File: src/rtl/dcache_arb_pkg.sv
// rtl/dcache_arb_pkg.sv - shared types and constants for the load/store dcache arbiter
package dcache_arb_pkg;

  localparam int ADDR_W_DEF       = 64;
  localparam int DATA_W_DEF       = 64;
  localparam int MASK_W_DEF       = 64;
  localparam int OPT_W_DEF        = 2;
  localparam int STARVE_LIMIT_DEF = 8;

  // State encodings are fixed so they line up with existing debug tooling.
  localparam logic [1:0] IDLE    = 2'b00;
  localparam logic [1:0] BUSY_LD = 2'b01;
  localparam logic [1:0] BUSY_ST = 2'b10;
  localparam logic [1:0] DRAIN   = 2'b11;

  typedef enum logic [1:0] {
    ST_IDLE    = IDLE,
    ST_BUSY_LD = BUSY_LD,
    ST_BUSY_ST = BUSY_ST,
    ST_DRAIN   = DRAIN
  } arb_state_e;

  typedef enum logic [1:0] {
    OWN_NONE = 2'b00,
    OWN_LD   = 2'b01,
    OWN_ST   = 2'b10
  } owner_e;

  typedef enum logic [OPT_W_DEF-1:0] {
    TBUS_READ  = 2'b00,
    TBUS_WRITE = 2'b01
  } tbus_op_e;

  // A drained load has no owner left to receive its response.
  function automatic owner_e state_owner(input arb_state_e s);
    case (s)
      ST_BUSY_LD: state_owner = OWN_LD;
      ST_BUSY_ST: state_owner = OWN_ST;
      default:    state_owner = OWN_NONE;
    endcase
  endfunction

endpackage

File: src/rtl/dcache_arb_if.sv
// rtl/dcache_arb_if.sv - one tbus request/response channel
interface dcache_arb_if
  import dcache_arb_pkg::*;
#(
  parameter int ADDR_W = ADDR_W_DEF,
  parameter int DATA_W = DATA_W_DEF,
  parameter int MASK_W = MASK_W_DEF,
  parameter int OPT_W  = OPT_W_DEF
);

  logic              tbus_index_valid;
  logic              tbus_index_ready;
  logic [ADDR_W-1:0] tbus_index;
  logic [DATA_W-1:0] tbus_write_data;
  logic [MASK_W-1:0] tbus_write_mask;
  logic [OPT_W-1:0]  tbus_operation_type;
  logic [DATA_W-1:0] tbus_read_data;
  logic              tbus_operation_done;

  // Requestor side: issues the request, receives the response.
  modport master (
    output tbus_index_valid, tbus_index, tbus_write_data, tbus_write_mask, tbus_operation_type,
    input  tbus_index_ready, tbus_read_data, tbus_operation_done
  );

  // Responder side: accepts the request, returns the response.
  modport slave (
    input  tbus_index_valid, tbus_index, tbus_write_data, tbus_write_mask, tbus_operation_type,
    output tbus_index_ready, tbus_read_data, tbus_operation_done
  );

endinterface

File: src/rtl/dcache_arb_starve_ctr.sv
// rtl/dcache_arb_starve_ctr.sv - saturating count of cycles a store waits for a grant
module dcache_arb_starve_ctr
  import dcache_arb_pkg::*;
#(
  parameter int STARVE_LIMIT = STARVE_LIMIT_DEF
) (
  input  logic clock,
  input  logic reset_n,
  input  logic clr,
  input  logic inc,
  output logic sat
);

  localparam int            CW    = $clog2(STARVE_LIMIT + 1);
  localparam logic [CW-1:0] LIMIT = CW'(STARVE_LIMIT);

  logic [CW-1:0] cnt;

  // Clear wins over increment; the count parks at the limit.
  always_ff @(posedge clock or negedge reset_n) begin
    if (!reset_n) begin
      cnt <= '0;
    end else if (clr) begin
      cnt <= '0;
    end else if (inc && (cnt < LIMIT)) begin
      cnt <= cnt + CW'(1);
    end
  end

  assign sat = (cnt >= LIMIT);

endmodule

File: src/rtl/dcache_arb.sv
// rtl/dcache_arb.sv - load unit / store queue arbiter onto the single dcache tbus port
module dcache_arb
  import dcache_arb_pkg::*;
#(
  parameter int ADDR_W       = ADDR_W_DEF,
  parameter int DATA_W       = DATA_W_DEF,
  parameter int MASK_W       = MASK_W_DEF,
  parameter int OPT_W        = OPT_W_DEF,
  parameter int STARVE_LIMIT = STARVE_LIMIT_DEF
) (
  input  logic        clock,
  input  logic        reset_n,
  input  logic        load2arb_flush_valid,
  dcache_arb_if.slave  load2arb,
  dcache_arb_if.slave  sq2arb,
  dcache_arb_if.master arb2dcache
);

  arb_state_e        state;
  arb_state_e        state_nxt;
  owner_e            owner;

  logic              ld_eff;
  logic              in_idle;
  logic              sel_ld;
  logic              sel_st;
  logic              fire;
  logic              starve_sat;
  logic              ld_done;
  logic              st_done;

  logic [ADDR_W-1:0] mux_index;
  logic [DATA_W-1:0] mux_wdata;
  logic [MASK_W-1:0] mux_wmask;
  logic [OPT_W-1:0]  mux_optype;
  logic [DATA_W-1:0] ld_rdata;
  logic [DATA_W-1:0] st_rdata;

  // Grant select: store wins when load is absent/flushed or the store has starved.
  // reset_n gates the grant so nothing is presented while reset is held.
  always_comb begin
    ld_eff  = load2arb.tbus_index_valid & ~load2arb_flush_valid;
    in_idle = reset_n & (state == ST_IDLE);
    sel_st  = in_idle & sq2arb.tbus_index_valid & (~ld_eff | starve_sat);
    sel_ld  = in_idle & ld_eff & ~sel_st;
    fire    = (sel_ld | sel_st) & arb2dcache.tbus_index_ready;
  end

  dcache_arb_starve_ctr #(
    .STARVE_LIMIT (STARVE_LIMIT)
  ) u_starve_ctr (
    .clock   (clock),
    .reset_n (reset_n),
    .clr     (sel_st & fire),
    .inc     ((state == ST_IDLE) & sq2arb.tbus_index_valid & ~(sel_st & fire)),
    .sat     (starve_sat)
  );

  // Request mux: unselected fields read as zero.
  always_comb begin
    mux_index  = '0;
    mux_wdata  = '0;
    mux_wmask  = '0;
    mux_optype = '0;
    if (sel_st) begin
      mux_index  = sq2arb.tbus_index;
      mux_wdata  = sq2arb.tbus_write_data;
      mux_wmask  = sq2arb.tbus_write_mask;
      mux_optype = sq2arb.tbus_operation_type;
    end else if (sel_ld) begin
      mux_index  = load2arb.tbus_index;
      mux_wdata  = load2arb.tbus_write_data;
      mux_wmask  = load2arb.tbus_write_mask;
      mux_optype = load2arb.tbus_operation_type;
    end
  end

  assign arb2dcache.tbus_index_valid    = sel_ld | sel_st;
  assign arb2dcache.tbus_index          = mux_index;
  assign arb2dcache.tbus_write_data     = mux_wdata;
  assign arb2dcache.tbus_write_mask     = mux_wmask;
  assign arb2dcache.tbus_operation_type = mux_optype;
  assign load2arb.tbus_index_ready      = sel_ld & arb2dcache.tbus_index_ready;
  assign sq2arb.tbus_index_ready        = sel_st & arb2dcache.tbus_index_ready;

  // Response routing: only the owner of the outstanding transaction sees done.
  // A flush landing with the done cycle kills the load response.
  always_comb begin
    owner    = state_owner(state);
    ld_done  = reset_n & (owner == OWN_LD) & arb2dcache.tbus_operation_done & ~load2arb_flush_valid;
    st_done  = reset_n & (owner == OWN_ST) & arb2dcache.tbus_operation_done;
    ld_rdata = ld_done ? arb2dcache.tbus_read_data : '0;
    st_rdata = st_done ? arb2dcache.tbus_read_data : '0;
  end

  assign load2arb.tbus_operation_done = ld_done;
  assign load2arb.tbus_read_data      = ld_rdata;
  assign sq2arb.tbus_operation_done   = st_done;
  assign sq2arb.tbus_read_data        = st_rdata;

  // State register.
  always_ff @(posedge clock or negedge reset_n) begin
    if (!reset_n) begin
      state <= ST_IDLE;
    end else begin
      state <= state_nxt;
    end
  end

  // Next state: one transaction in flight; a flushed load drains before returning to idle.
  always_comb begin
    state_nxt = state;
    case (state)
      ST_IDLE: begin
        if (fire) state_nxt = sel_st ? ST_BUSY_ST : ST_BUSY_LD;
      end
      ST_BUSY_LD: begin
        if (arb2dcache.tbus_operation_done) state_nxt = ST_IDLE;
        else if (load2arb_flush_valid)      state_nxt = ST_DRAIN;
      end
      ST_BUSY_ST: begin
        if (arb2dcache.tbus_operation_done) state_nxt = ST_IDLE;
      end
      ST_DRAIN: begin
        if (arb2dcache.tbus_operation_done) state_nxt = ST_IDLE;
      end
      default: state_nxt = ST_IDLE;
    endcase
  end

  // The dcache must never complete a transaction that was not issued.
  a_no_spurious_done: assert property (
    @(posedge clock) disable iff (!reset_n)
    !((state == ST_IDLE) && arb2dcache.tbus_operation_done)
  );

endmodule

File: src/flat_wrapper.sv
// flat-port wrapper written by rule: the top's interface ports become plain ports
module dcache_arb_flat import dcache_arb_pkg::*;
#(
  parameter int ADDR_W       = ADDR_W_DEF,
  parameter int DATA_W       = DATA_W_DEF,
  parameter int MASK_W       = MASK_W_DEF,
  parameter int OPT_W        = OPT_W_DEF,
  parameter int STARVE_LIMIT = STARVE_LIMIT_DEF
)
  (clock, reset_n, load2arb_flush_valid, load2arb_tbus_index_valid, load2arb_tbus_index, load2arb_tbus_write_data, load2arb_tbus_write_mask, load2arb_tbus_operation_type, load2arb_tbus_index_ready, load2arb_tbus_read_data, load2arb_tbus_operation_done, sq2arb_tbus_index_valid, sq2arb_tbus_index, sq2arb_tbus_write_data, sq2arb_tbus_write_mask, sq2arb_tbus_operation_type, sq2arb_tbus_index_ready, sq2arb_tbus_read_data, sq2arb_tbus_operation_done, arb2dcache_tbus_index_valid, arb2dcache_tbus_index, arb2dcache_tbus_write_data, arb2dcache_tbus_write_mask, arb2dcache_tbus_operation_type, arb2dcache_tbus_index_ready, arb2dcache_tbus_read_data, arb2dcache_tbus_operation_done);
  dcache_arb_if #(.ADDR_W(ADDR_W), .DATA_W(DATA_W), .MASK_W(MASK_W), .OPT_W(OPT_W)) load2arb_i ();
  dcache_arb_if #(.ADDR_W(ADDR_W), .DATA_W(DATA_W), .MASK_W(MASK_W), .OPT_W(OPT_W)) sq2arb_i ();
  dcache_arb_if #(.ADDR_W(ADDR_W), .DATA_W(DATA_W), .MASK_W(MASK_W), .OPT_W(OPT_W)) arb2dcache_i ();
  input  logic clock;
  input  logic reset_n;
  input  logic load2arb_flush_valid;
  input wire logic [$bits(load2arb_i.tbus_index_valid)-1:0] load2arb_tbus_index_valid;
  input wire logic [$bits(load2arb_i.tbus_index)-1:0] load2arb_tbus_index;
  input wire logic [$bits(load2arb_i.tbus_write_data)-1:0] load2arb_tbus_write_data;
  input wire logic [$bits(load2arb_i.tbus_write_mask)-1:0] load2arb_tbus_write_mask;
  input wire logic [$bits(load2arb_i.tbus_operation_type)-1:0] load2arb_tbus_operation_type;
  output wire logic [$bits(load2arb_i.tbus_index_ready)-1:0] load2arb_tbus_index_ready;
  output wire logic [$bits(load2arb_i.tbus_read_data)-1:0] load2arb_tbus_read_data;
  output wire logic [$bits(load2arb_i.tbus_operation_done)-1:0] load2arb_tbus_operation_done;
  input wire logic [$bits(sq2arb_i.tbus_index_valid)-1:0] sq2arb_tbus_index_valid;
  input wire logic [$bits(sq2arb_i.tbus_index)-1:0] sq2arb_tbus_index;
  input wire logic [$bits(sq2arb_i.tbus_write_data)-1:0] sq2arb_tbus_write_data;
  input wire logic [$bits(sq2arb_i.tbus_write_mask)-1:0] sq2arb_tbus_write_mask;
  input wire logic [$bits(sq2arb_i.tbus_operation_type)-1:0] sq2arb_tbus_operation_type;
  output wire logic [$bits(sq2arb_i.tbus_index_ready)-1:0] sq2arb_tbus_index_ready;
  output wire logic [$bits(sq2arb_i.tbus_read_data)-1:0] sq2arb_tbus_read_data;
  output wire logic [$bits(sq2arb_i.tbus_operation_done)-1:0] sq2arb_tbus_operation_done;
  output wire logic [$bits(arb2dcache_i.tbus_index_valid)-1:0] arb2dcache_tbus_index_valid;
  output wire logic [$bits(arb2dcache_i.tbus_index)-1:0] arb2dcache_tbus_index;
  output wire logic [$bits(arb2dcache_i.tbus_write_data)-1:0] arb2dcache_tbus_write_data;
  output wire logic [$bits(arb2dcache_i.tbus_write_mask)-1:0] arb2dcache_tbus_write_mask;
  output wire logic [$bits(arb2dcache_i.tbus_operation_type)-1:0] arb2dcache_tbus_operation_type;
  input wire logic [$bits(arb2dcache_i.tbus_index_ready)-1:0] arb2dcache_tbus_index_ready;
  input wire logic [$bits(arb2dcache_i.tbus_read_data)-1:0] arb2dcache_tbus_read_data;
  input wire logic [$bits(arb2dcache_i.tbus_operation_done)-1:0] arb2dcache_tbus_operation_done;
  assign load2arb_i.tbus_index_valid = load2arb_tbus_index_valid;
  assign load2arb_i.tbus_index = load2arb_tbus_index;
  assign load2arb_i.tbus_write_data = load2arb_tbus_write_data;
  assign load2arb_i.tbus_write_mask = load2arb_tbus_write_mask;
  assign load2arb_i.tbus_operation_type = load2arb_tbus_operation_type;
  assign load2arb_tbus_index_ready = load2arb_i.tbus_index_ready;
  assign load2arb_tbus_read_data = load2arb_i.tbus_read_data;
  assign load2arb_tbus_operation_done = load2arb_i.tbus_operation_done;
  assign sq2arb_i.tbus_index_valid = sq2arb_tbus_index_valid;
  assign sq2arb_i.tbus_index = sq2arb_tbus_index;
  assign sq2arb_i.tbus_write_data = sq2arb_tbus_write_data;
  assign sq2arb_i.tbus_write_mask = sq2arb_tbus_write_mask;
  assign sq2arb_i.tbus_operation_type = sq2arb_tbus_operation_type;
  assign sq2arb_tbus_index_ready = sq2arb_i.tbus_index_ready;
  assign sq2arb_tbus_read_data = sq2arb_i.tbus_read_data;
  assign sq2arb_tbus_operation_done = sq2arb_i.tbus_operation_done;
  assign arb2dcache_tbus_index_valid = arb2dcache_i.tbus_index_valid;
  assign arb2dcache_tbus_index = arb2dcache_i.tbus_index;
  assign arb2dcache_tbus_write_data = arb2dcache_i.tbus_write_data;
  assign arb2dcache_tbus_write_mask = arb2dcache_i.tbus_write_mask;
  assign arb2dcache_tbus_operation_type = arb2dcache_i.tbus_operation_type;
  assign arb2dcache_i.tbus_index_ready = arb2dcache_tbus_index_ready;
  assign arb2dcache_i.tbus_read_data = arb2dcache_tbus_read_data;
  assign arb2dcache_i.tbus_operation_done = arb2dcache_tbus_operation_done;
  dcache_arb #(.ADDR_W(ADDR_W), .DATA_W(DATA_W), .MASK_W(MASK_W), .OPT_W(OPT_W), .STARVE_LIMIT(STARVE_LIMIT)) u_core (.clock(clock), .reset_n(reset_n), .load2arb_flush_valid(load2arb_flush_valid), .load2arb(load2arb_i), .sq2arb(sq2arb_i), .arb2dcache(arb2dcache_i));
endmodule
File: config.mk
export PLATFORM = sky130hd
export DESIGN_NAME = dcache_arb_flat
export DESIGN_NICKNAME = d
export VERILOG_FILES = /design/src/rtl/dcache_arb_pkg.sv /design/src/rtl/dcache_arb_if.sv /design/src/rtl/dcache_arb_starve_ctr.sv /design/src/rtl/dcache_arb.sv /design/src/flat_wrapper.sv
export SDC_FILE = /design/constraint.sdc
export NUM_CORES = 1
export LEC_CHECK = 0
export ABC_CLOCK_PERIOD_IN_PS = 4500
export BUFFER_PORTS_ARGS = -buffer_cell sky130_fd_sc_hd__buf_2
export CORE_AREA = 4 4 301 303
export CTS_CLUSTER_SIZE = 20
export DETAILED_ROUTE_END_ITERATION = 12
export DIE_AREA = 0 0 305 307
export PLACE_DENSITY = 0.3
export SLEW_MARGIN = 0
export SYNTH_ARGS = -nofsm -noshare
export SYNTH_HDL_FRONTEND = slang
export SYNTH_SLANG_ARGS = --single-unit
File: constraint.sdc
create_clock -name clock -period 4.5 [get_ports clock]
set_input_delay 0.9 -clock clock [delete_from_list [all_inputs] [get_ports clock]]
set_output_delay 0.9 -clock clock [all_outputs]
set_load 0.05 [all_outputs]
==> results of run 1 <==
[metal layers]
metal	up-vias	track usage (%)
li1	4527	-
met1	4578	17.3
met2	586	26.3
met3	88	2.91
met4	4	0.559
met5	-	0
[critical path, stage by stage]
cell and delay (ps):
clkbuf_8 240, nand2_4 160, buf_12 270, buf_4 350, nand3_1 110, a21oi_1 470, buf_12 230
[final cells by class]
type / instances / area (um2) / share of cell area, %
Timing Repair Buffer: 817 / 4330 / 43.3
Antenna cell: 3 / 7.51 / 0.0750
Tap cell: 1165 / 1460 / 14.6
Clock buffer: 3 / 75.1 / 0.750
Sequential cell: 6 / 150 / 1.50
Inverter: 6 / 22.5 / 0.225
Multi-Input combinational cell: 746 / 3970 / 39.6
[worst paths after layout]
check,cells past startpoint,slack [ps],startpoint,end
worst max register to register,4,2660,u_core.u_starve_ctr.cnt[3]$_DFFE_PN0P_,u_core.u_starve_ctr.cnt[2]$_DFFE_PN0P_
max in group asynchronous,1,3790,reset_n,u_core.state[1]$_DFFE_PN0P_
worst max-delay path,7,690,sq2arb_tbus_index_valid,arb2dcache_tbus_index[10]
worst min register to register,2,570,u_core.u_starve_ctr.cnt[0]$_DFFE_PN0P_,u_core.u_starve_ctr.cnt[0]$_DFFE_PN0P_
min in group clock,2,570,u_core.u_starve_ctr.cnt[0]$_DFFE_PN0P_,u_core.u_starve_ctr.cnt[0]$_DFFE_PN0P_
worst min-delay path,1,530,reset_n,u_core.u_starve_ctr.cnt[3]$_DFFE_PN0P_
[registers in the layout (all words and copies together) (netlist names)]
signal and cells:
u_core.u_starve_ctr.cnt 4, u_core.state 2
[report_power, final]
group / total (mW) / leakage (nW) / switching, mW / internal, mW
logic: 1.82 / 5.05 / 1.35 / 0.477
registers: 0.104 / 0.0787 / 0.0310 / 0.0728
clock network: 0.143 / 0.0370 / 0.0294 / 0.114
[per-stage QoR]
step                power [mW]  util [%]  setup WS, ps  hold slack (ps)  cells
detailed placement        1.96      11.3           688              554   2740
global placement          1.97      11.3           726              554   2740
floorplan                 1.19         -          1080              522    881
global route              2.22      11.4           584              537   2743
CTS                       2.11      11.4           670              533   2743
finish                    2.07      11.4           691              526   2746
[synthesized netlist by cell type (all sizes together)]
cell type / number / share of area [%]
a21oi: 197 / 21
a222oi: 1 / 0.22
a41oi: 1 / 0.19
and2: 128 / 17
and4: 1 / 0.19
buf: 43 / 4.1
clkbuf: 80 / 6.6
dfrtp: 6 / 3.3
ha: 2 / 0.54
inv: 6 / 0.49
nand2: 9 / 0.74
nand2b: 1 / 0.14
nand3: 389 / 42
nor2: 5 / 0.41
nor2b: 1 / 0.14
nor3: 2 / 0.22
nor3b: 1 / 0.16
nor4b: 1 / 0.19
o21ai: 1 / 0.11
o22ai: 2 / 0.27
or2: 1 / 0.14
or3: 1 / 0.14
or3b: 1 / 0.19
or4b: 1 / 0.30
[cells by family after synthesis]
family	after synthesis	synth area share [%]
buf+inv	129	11.2
compound gates	202	22.3
flops	6	3.27
fa+ha+maj	2	0.545
simple gates	542	62.8
==> results.sh, run 1 <==
export IMPL_status="completed"
export IMPL_powerDensity_nw_per_um2=207
export IMPL_cts_tree="built"
export IMPL_path_clk_slew_ps=30
export IMPL_leakagePower_nw=5.16
export IMPL_ctsHtreeMaxLevel=1
export IMPL_crit_fanout=76
export IMPL_viasPerCell=3.56
export IMPL_syn_num_nets=1342
export IMPL_path_class="primary input to output port"
export IMPL_antenna_found_initial=50
export IMPL_top_layer_used="met5"
export IMPL_globalplace_congestion=0.819
export IMPL_final_common_cell="buf_2"
export IMPL_vias=9783
export IMPL_max_slew_margin_rel_pct=62.3
export IMPL_die_h_um=307
export IMPL_finalWirelength_mm=70.6
export IMPL_start_util_pct=5.22
export IMPL_route_met3_wl_mm=4.48
export IMPL_clock_latency_ps=230
export IMPL_synth_seq_cells=6
export IMPL_synthCells=881
export IMPL_post_cts_buffers=0
export IMPL_required_ps=3600
export IMPL_skew_ps=0.815
export IMPL_period_minus_slack_ps=3810
export IMPL_cts_hold_buf=0
export IMPL_setup_viol=0
export IMPL_peakVddDrop_mv=0.202
export IMPL_yosysWarningCount=0
export IMPL_final_cell_mix="buf_2 (783), nand3_1 (389), a21oi_1 (197), and2_1 (128), buf_4 (21)"
export IMPL_place_area_um2=9930
export IMPL_drive_gt1_share_pct=52.5
export IMPL_cts_resized=0
export IMPL_grt_pass1_wl_mm=91.5
export IMPL_route_detailed_drc=0
export IMPL_wl_met1_mm=29.5
export IMPL_core_um2=88000
export IMPL_grt_ovfl_total=0
export IMPL_syn_area_um2=4590
export IMPL_setup_tns_ps=0
export IMPL_maxCapViolCount=0
export IMPL_numCtsBuffers=3
export IMPL_crit_arrival_ps=2910
export IMPL_startpoint_type="primary input"
export IMPL_clock_sinks=6
export IMPL_timing_final_hold_violations=0
export IMPL_ys_types=26
export IMPL_min_period_over_period_pct=84.7
export IMPL_endpoint_kind="output port"
export IMPL_final_antenna_net_count=0
export IMPL_slew_violations=0
export IMPL_grtUsageTotal_pct=14.0
export IMPL_hold_path_class="primary input to async pin"
export IMPL_rsz0062_at_grt="false"
export IMPL_yosysSeqAreaShare_pct=3.27
export IMPL_fp_dieW_um=305
export IMPL_avgSynthCellArea_um2=5.21
export IMPL_synthToLayoutAreaGrowth_pct=118
export IMPL_n_fill_cell=10600
export IMPL_grt_max_degree=85
export IMPL_fmax_mhz=263
export IMPL_tightest_slew_ps=567
export IMPL_wl_met2_mm=35.9
export IMPL_post_drt_wl_per_cell_um=25.7
export IMPL_drtIter0Drc=711
export IMPL_first_global_vias=9959
export IMPL_first_pass_iters=5
export IMPL_finish_instance_area_um2=10000
export IMPL_die_area_um2=93600
export IMPL_cts_root_buf="clkbuf_16"
export IMPL_io_pins=786
export IMPL_num_rows=109
export IMPL_io_buffers=785
export IMPL_dp_hpwl_mm=62.9
export IMPL_clockBufferDepth=2
export IMPL_finalNetCount=2041
No activity file was read; power rests on OpenSTA's default activity.
==> run 2, diff against run 1 <==
--- a/config.mk
+++ b/config.mk
@@ -5,7 +5,8 @@
 export SDC_FILE = /design/constraint.sdc
 export NUM_CORES = 1
 export LEC_CHECK = 0
-export ABC_CLOCK_PERIOD_IN_PS = 4500
+export ABC_AREA = 1
+export ABC_CLOCK_PERIOD_IN_PS = 3460
 export BUFFER_PORTS_ARGS = -buffer_cell sky130_fd_sc_hd__buf_2
 export CORE_AREA = 4 4 301 303
 export CTS_CLUSTER_SIZE = 20
==> constraint.sdc (replaced) <==
create_clock -name clock -period 3.46 [get_ports clock]
set_input_delay 0.692 -clock clock [delete_from_list [all_inputs] [get_ports clock]]
set_output_delay 0.692 -clock clock [all_outputs]
set_load 0.05 [all_outputs]
==> run 2 against run 1 <==
Net effect: synthesized cell count increased by 3.9%; via count decreased by 12%; register-to-register slack got worse by 850 ps; hold slack got worse by 230 ps.
==> results.sh, run 2 <==
export IMPL_status="completed"
export IMPL_route_detailed_drc=0
export IMPL_die_area_um2=93600
export IMPL_syn_num_nets=1376
export IMPL_yosysMostFrequentCell="nand2_1"
export IMPL_leakagePower_nw=6.50
export IMPL_cpMaxStageDelayCell="buf_2"
export IMPL_clock_sinks=6
export IMPL_postSynth_asyncResetShare_pct=100
export IMPL_maxCapViolCount=0
export IMPL_reg2reg_from="u_core.state[0]$_DFFE_PN0P_"
export IMPL_rr_worst_depth=7
export IMPL_regMostFlops="u_core.u_starve_ctr.cnt"
export IMPL_tightest_slew_ps=506
export IMPL_numCtsBuffers=3
export IMPL_grt_max_degree=73
export IMPL_synthCells=915
export IMPL_slew_violations=0
export IMPL_cp_cell_sequence="buf_2, inv_1, nand2_1, nor2_2, nor2_4, buf_12, buf_12, nand2_1, nand2_1, buf_2"
export IMPL_max_slew_margin_rel_pct=66.2
export IMPL_antenna_found_initial=21
export IMPL_endpoint_kind="output port"
export IMPL_synth_top_cell_by_area="nand2_1"
export IMPL_post_drt_wl_per_cell_um=15.6
export IMPL_largest_reg_flops=4
export IMPL_netlist_top_cells_count="nand2_1 (409), nand3_1 (198), nor2_1 (131)"
export IMPL_multiInputGateArea_um2=3160
export IMPL_cpMostUsedCell="nand2_1"
export IMPL_regArea_um2=150
export IMPL_start_util_pct=4.55
export IMPL_cts_tree="built"
export IMPL_dp_hpwl_mm=39.9
export IMPL_viasPerCell=3.03
export IMPL_core_um2=88000
export IMPL_drive_gt1_share_pct=50.6
export IMPL_skew_ps=5.80
export IMPL_cts_resized=0
export IMPL_min_period_over_period_pct=89.1
export IMPL_syn_area_um2=4000
export IMPL_ys_types=21
export IMPL_crit_fanout=40
export IMPL_grt_pass1_wl_mm=59.6
export IMPL_first_pass_iters=4
export IMPL_setup_viol=0
export IMPL_ctsHtreeMaxLevel=1
export IMPL_io_pins=786
export IMPL_yosysWarningCount=0
export IMPL_post_cts_buffers=0
export IMPL_yosysSeqAreaShare_pct=3.75
export IMPL_timing_final_hold_violations=0
export IMPL_globalplace_congestion=0.799
export IMPL_vias=8614
export IMPL_num_rows=109
export IMPL_synth_area_leaders="nand2_1 (38%), nand3_1 (25%), nor2_1 (12%)"
export IMPL_avgSynthCellArea_um2=4.37
export IMPL_pre_cts_slack_ps=319
export IMPL_setup_ws_ps=377
export IMPL_peakVddDrop_mv=0.165
export IMPL_powerDensity_nw_per_um2=373
export IMPL_grt_ovfl_total=0
export IMPL_synth_top_area_share_pct=38.4
export IMPL_reg_top3="u_core.u_starve_ctr.cnt (4), u_core.state (2)"
export IMPL_setup_tns_ps=0
export IMPL_required_ps=2770
export IMPL_placedCellCount=2842
export IMPL_hold_path_class="primary input to async pin"
export IMPL_finalNetCount=2143
export IMPL_fmax_mhz=324
export IMPL_synth_edff_count=0
export IMPL_rsz0062_at_grt="false"
export IMPL_n_fill_cell=10500
export IMPL_crit_arrival_ps=2390
export IMPL_path_class="primary input to output port"
export IMPL_fp_dieW_um=305
export IMPL_period_minus_slack_ps=3080
export IMPL_final_cells=2847
export IMPL_cts_root_buf="clkbuf_16"
export IMPL_final_cell_mix="buf_2 (760), nand2_1 (408), nand3_1 (198), nor2_1 (131), inv_1 (77)"
export IMPL_drtIter0Drc=423
export IMPL_r2r_slack_ps=1810
export IMPL_die_h_um=307
export IMPL_final_common_cell="buf_2"
export IMPL_grtUsageTotal_pct=8.59
export IMPL_synth_flop_cell="dfrtp_1"
export IMPL_synthToLayoutAreaGrowth_pct=150
export IMPL_finalWirelength_mm=44.4
export IMPL_startpoint_type="primary input"
export IMPL_clock_latency_ps=230
export IMPL_r2r_end="u_core.u_starve_ctr.cnt[2]$_DFFE_PN0P_"
export IMPL_cts_hold_buf=0
export IMPL_clockBufferDepth=2
export IMPL_path_clk_slew_ps=40
export IMPL_synth_seq_cells=6
export IMPL_final_antenna_net_count=0
export IMPL_first_global_vias=8694
export IMPL_max_stage_delay_ps=260
export IMPL_io_buffers=785
==> run 2: cell types whose count changed after synthesis, sizes merged, moves of 73 or more <==
| cell | previous run | this run |
|---|---|---|
| inv | 6 | 79 |
| a21oi | 197 | 1 |
| and2 | 128 | 0 |
| nor2 | 5 | 135 |
| nand2 | 9 | 409 |
| nand3 | 389 | 199 |
==> run 2: report_power, final <==
part	internal [mW]	switching, mW	leakage [nW]
Sequential	0.103	0.0334	0.0764
Combinational	0.940	2.45	6.38
Clock	0.150	0.0496	0.0370
==> run 2: worst max-delay path by stage <==
stage                    startpoint                   endpoint  slack, ps  cells past startpoint
3_3_place_gp   load2arb_flush_valid  arb2dcache_tbus_index[35]        310                     10
5_1_grt        load2arb_flush_valid  arb2dcache_tbus_index[35]        220                     10
2_1_floorplan               reset_n  sq2arb_tbus_read_data[10]        240                      5
6_report       load2arb_flush_valid  arb2dcache_tbus_index[35]        380                     10
3_5_place_dp   load2arb_flush_valid  arb2dcache_tbus_index[35]        320                     10
4_1_cts        load2arb_flush_valid  arb2dcache_tbus_index[35]        310                     10
==> run 2: area by class of cell <==
class	count	share of cell area (%)
Inverter	79	3.02
Timing Repair Buffer	838	48.5
Multi-Input combinational cell	754	31.6
Sequential cell	6	1.50
Tap cell	1165	14.6
Antenna cell	2	0.0501
Clock buffer	3	0.752
==> run 2: kinds of logic after synthesis <==
family	count (synthesis)	share of synthesized area, %
buffers and inverters	155	17.6
adders and majority gates	2	0.625
and+or+nand+nor	744	76.7
AOI/OAI and AO/OA	7	1.06
DFF	6	3.75
xor gates and xnor gates	1	0.219
==> run 2: worst max-delay path, delay by kind of cell <==
family	cells	cell delay [ps]
buffers and inverters	5	890
and+or+nand+nor	5	770
==> run 2: per-stage QoR <==
stage	util (%)	hold WS, ps	total power, mW	cell area (um2)
after global routing	11.3	300	3.98	9980
after floorplan	-	396	2.32	4010
final	11.4	292	3.73	9990
after detailed placement	11.3	534	3.58	9910
after CTS	11.3	294	3.79	9980
after global placement	11.3	530	3.62	9910
==> run 2: per-layer routing <==
metal / routed length, um / up-vias / part of all wire [%] / GRT usage [%]
li1: - / 4340 / - / -
met1: 16700 / 3729 / 38 / 9.70
met2: 22900 / 487 / 52 / 16.5
met3: 4020 / 48 / 9.0 / 2.24
met4: 754 / 10 / 1.7 / 1.23
met5: 69 / - / 0.16 / 0
==> run 3, diff against run 2 <==
--- a/config.mk
+++ b/config.mk
@@ -6,12 +6,12 @@
 export NUM_CORES = 1
 export LEC_CHECK = 0
 export ABC_AREA = 1
-export ABC_CLOCK_PERIOD_IN_PS = 3460
+export ABC_CLOCK_PERIOD_IN_PS = 3200
 export BUFFER_PORTS_ARGS = -buffer_cell sky130_fd_sc_hd__buf_2
-export CORE_AREA = 4 4 301 303
+export CORE_AREA = 4 4 307 309
 export CTS_CLUSTER_SIZE = 20
 export DETAILED_ROUTE_END_ITERATION = 12
-export DIE_AREA = 0 0 305 307
+export DIE_AREA = 0 0 311 313
 export PLACE_DENSITY = 0.3
 export SLEW_MARGIN = 0
 export SYNTH_ARGS = -nofsm -noshare
==> constraint.sdc (replaced) <==
create_clock -name clock -period 3.2 [get_ports clock]
set_input_delay 0.64 -clock clock [delete_from_list [all_inputs] [get_ports clock]]
set_output_delay 0.64 -clock clock [all_outputs]
set_load 0.05 [all_outputs]
==> run 3 against run 2 <==
Net effect: global-route usage is 1.1 points higher; clock skew down 2.7 ps; register-to-register slack got worse by 320 ps; cell count up 1.3%; critical path type unchanged; largest power group unchanged; highest routed layer unchanged.
==> results.sh, run 3 (synthesis results as in run 2) <==
export IMPL_cp_cell_sequence="buf_2, inv_1, nand2_1, nor2_2, nor2_4, buf_12, buf_4, nand2_1, nand2_1, buf_2"
export IMPL_clock_latency_ps=230
export IMPL_clockBufferDepth=2
export IMPL_grt_ovfl_total=0
export IMPL_largest_reg_flops=4
export IMPL_io_pins=786
export IMPL_powerDensity_nw_per_um2=398
export IMPL_post_drt_wl_per_cell_um=17.9
export IMPL_fmax_mhz=333
export IMPL_maxCapViolCount=0
export IMPL_clock_sinks=6
export IMPL_wl_met2_mm=24.7
export IMPL_seq_power_share_pct=3.5
export IMPL_post_cts_buffers=0
export IMPL_cts_hold_buf=0
export IMPL_dp_hpwl_mm=46.5
export IMPL_antenna_found_initial=27
export IMPL_finish_instance_area_um2=10600
export IMPL_p_total_mw=4.22
export IMPL_core_um2=91400
export IMPL_path_clk_slew_ps=30
export IMPL_swShare_pct=66.5
export IMPL_timing_final_hold_violations=0
export IMPL_min_period_over_period_pct=93.8
export IMPL_leakagePower_nw=6.64
export IMPL_crit_fanout=50
export IMPL_vias=8822
export IMPL_die_area_um2=97300
export IMPL_start_util_pct=4.38
export IMPL_cts_resized=0
export IMPL_crit_arrival_ps=2360
export IMPL_tightest_slew_ps=430
export IMPL_setup_viol=0
export IMPL_regArea_um2=150
export IMPL_final_cell_mix="buf_2 (730), nand2_1 (408), nand3_1 (198), nor2_1 (131), inv_1 (77)"
export IMPL_ctsHtreeMaxLevel=1
export IMPL_r2r_slack_ps=1490
export IMPL_first_global_vias=8930
export IMPL_intPower_mw=1.41
export IMPL_power_frac_comb_pct=91.7
export IMPL_grtUsageTotal_pct=9.73
export IMPL_numCtsBuffers=3
export IMPL_regMostFlops="u_core.u_starve_ctr.cnt"
export IMPL_drtIter0Drc=372
export IMPL_fp_dieW_um=311
export IMPL_n_fill_cell=10900
export IMPL_path_class="primary input to output port"
export IMPL_num_rows=111
export IMPL_finalHoldWorstSlack_ps=266
export IMPL_setup_tns_ps=0
export IMPL_synthToLayoutAreaGrowth_pct=165
export IMPL_finalNetCount=2149
export IMPL_reg_top3="u_core.u_starve_ctr.cnt (4), u_core.state (2)"
export IMPL_route_detailed_drc=0
export IMPL_cpMaxStageDelayCell="nor2_4"
export IMPL_max_slew_margin_rel_pct=71.2
export IMPL_skew_ps=3.14
export IMPL_die_h_um=313
export IMPL_status="completed"
export IMPL_drive_gt1_share_pct=50.8
export IMPL_required_ps=2560
export IMPL_grt_max_degree=57
export IMPL_endpoint_kind="output port"
export IMPL_io_buffers=785
export IMPL_cts_tree="built"
export IMPL_rsz0062_at_grt="false"
export IMPL_final_common_cell="buf_2"
export IMPL_cts_root_buf="clkbuf_16"
export IMPL_wl_met1_mm=21.4
export IMPL_hold_path_class="primary input to async pin"
export IMPL_final_antenna_net_count=0
export IMPL_route_met3_wl_mm=4.15
export IMPL_grt_pass1_wl_mm=68.4
export IMPL_slew_violations=0
export IMPL_multiInputGateArea_um2=3160
export IMPL_top_layer_used="met5"
export IMPL_finalWirelength_mm=51.5
export IMPL_max_stage_delay_ps=260
export IMPL_peakVddDrop_mv=0.159
export IMPL_cpMostUsedCell="nand2_1"
export IMPL_period_minus_slack_ps=3000
export IMPL_viasPerCell=3.06
export IMPL_place_area_um2=10500
export IMPL_startpoint_type="primary input"
export IMPL_clock_power_share_pct=4.7
export IMPL_switchingPower_mw=2.81
export IMPL_first_pass_iters=6
export IMPL_globalplace_congestion=0.905
run 3: cell count changes in the layout (fill, tap and decap cells not counted), sizes merged:
cell,previous run,this run
diode,2,11
buf,838,844
run 3: worst paths after layout:
path	end	startpoint	depth (start not counted)
max	arb2dcache_tbus_index[43]	load2arb_flush_valid	10
min	u_core.state[1]$_DFFE_PN0P_	reset_n	1
max reg2reg	u_core.u_starve_ctr.cnt[2]$_DFFE_PN0P_	u_core.state[0]$_DFFE_PN0P_	7
min reg2reg	u_core.u_starve_ctr.cnt[2]$_DFFE_PN0P_	u_core.u_starve_ctr.cnt[2]$_DFFE_PN0P_	2
max in group asynchronous	u_core.u_starve_ctr.cnt[1]$_DFFE_PN0P_	reset_n	2
min in group clock	u_core.u_starve_ctr.cnt[2]$_DFFE_PN0P_	u_core.u_starve_ctr.cnt[2]$_DFFE_PN0P_	2
run 3: power groups by stage:
stage | Combinational, mW | Sequential, mW | Clock [mW]
2_1_floorplan | 2.36 | 0.141 | 0
3_3_place_gp | 3.95 | 0.151 | 0
3_5_place_dp | 3.92 | 0.149 | 0
4_1_cts | 3.93 | 0.149 | 0.204
5_1_grt | 4.11 | 0.155 | 0.212
6_report | 3.87 | 0.149 | 0.200
run 3: final cells by class:
cell class | count | share of cell area (%)
sequential | 6 | 1.42
antenna | 11 | 0.260
clock buffer | 3 | 0.709
multi-input combinational | 754 | 29.8
tap | 1186 | 14.0
inverter | 79 | 2.85
timing repair buffer | 844 | 51.0
run 3: layer usage:
metal | vias to the layer above | GRT usage [%]
li1 | 4364 | -
met1 | 3855 | 11.8
met2 | 532 | 16.8
met3 | 59 | 2.66
met4 | 12 | 2.68
met5 | - | 0.692
run 3: critical path, delay by kind of cell:
family / cells / cell delay [ps]
buffers and inverters: 5 / 890
AND/OR/NAND/NOR: 5 / 720
run 3: per-stage QoR:
step / utilization [%] / setup slack (ps) / cells
6_report: 11.6 / 200 / 2883
5_1_grt: 11.6 / 76.1 / 2881
4_1_cts: 11.6 / 189 / 2872
3_5_place_dp: 11.5 / 205 / 2869
3_3_place_gp: 11.5 / 199 / 2869
2_1_floorplan: - / 85.4 / 915
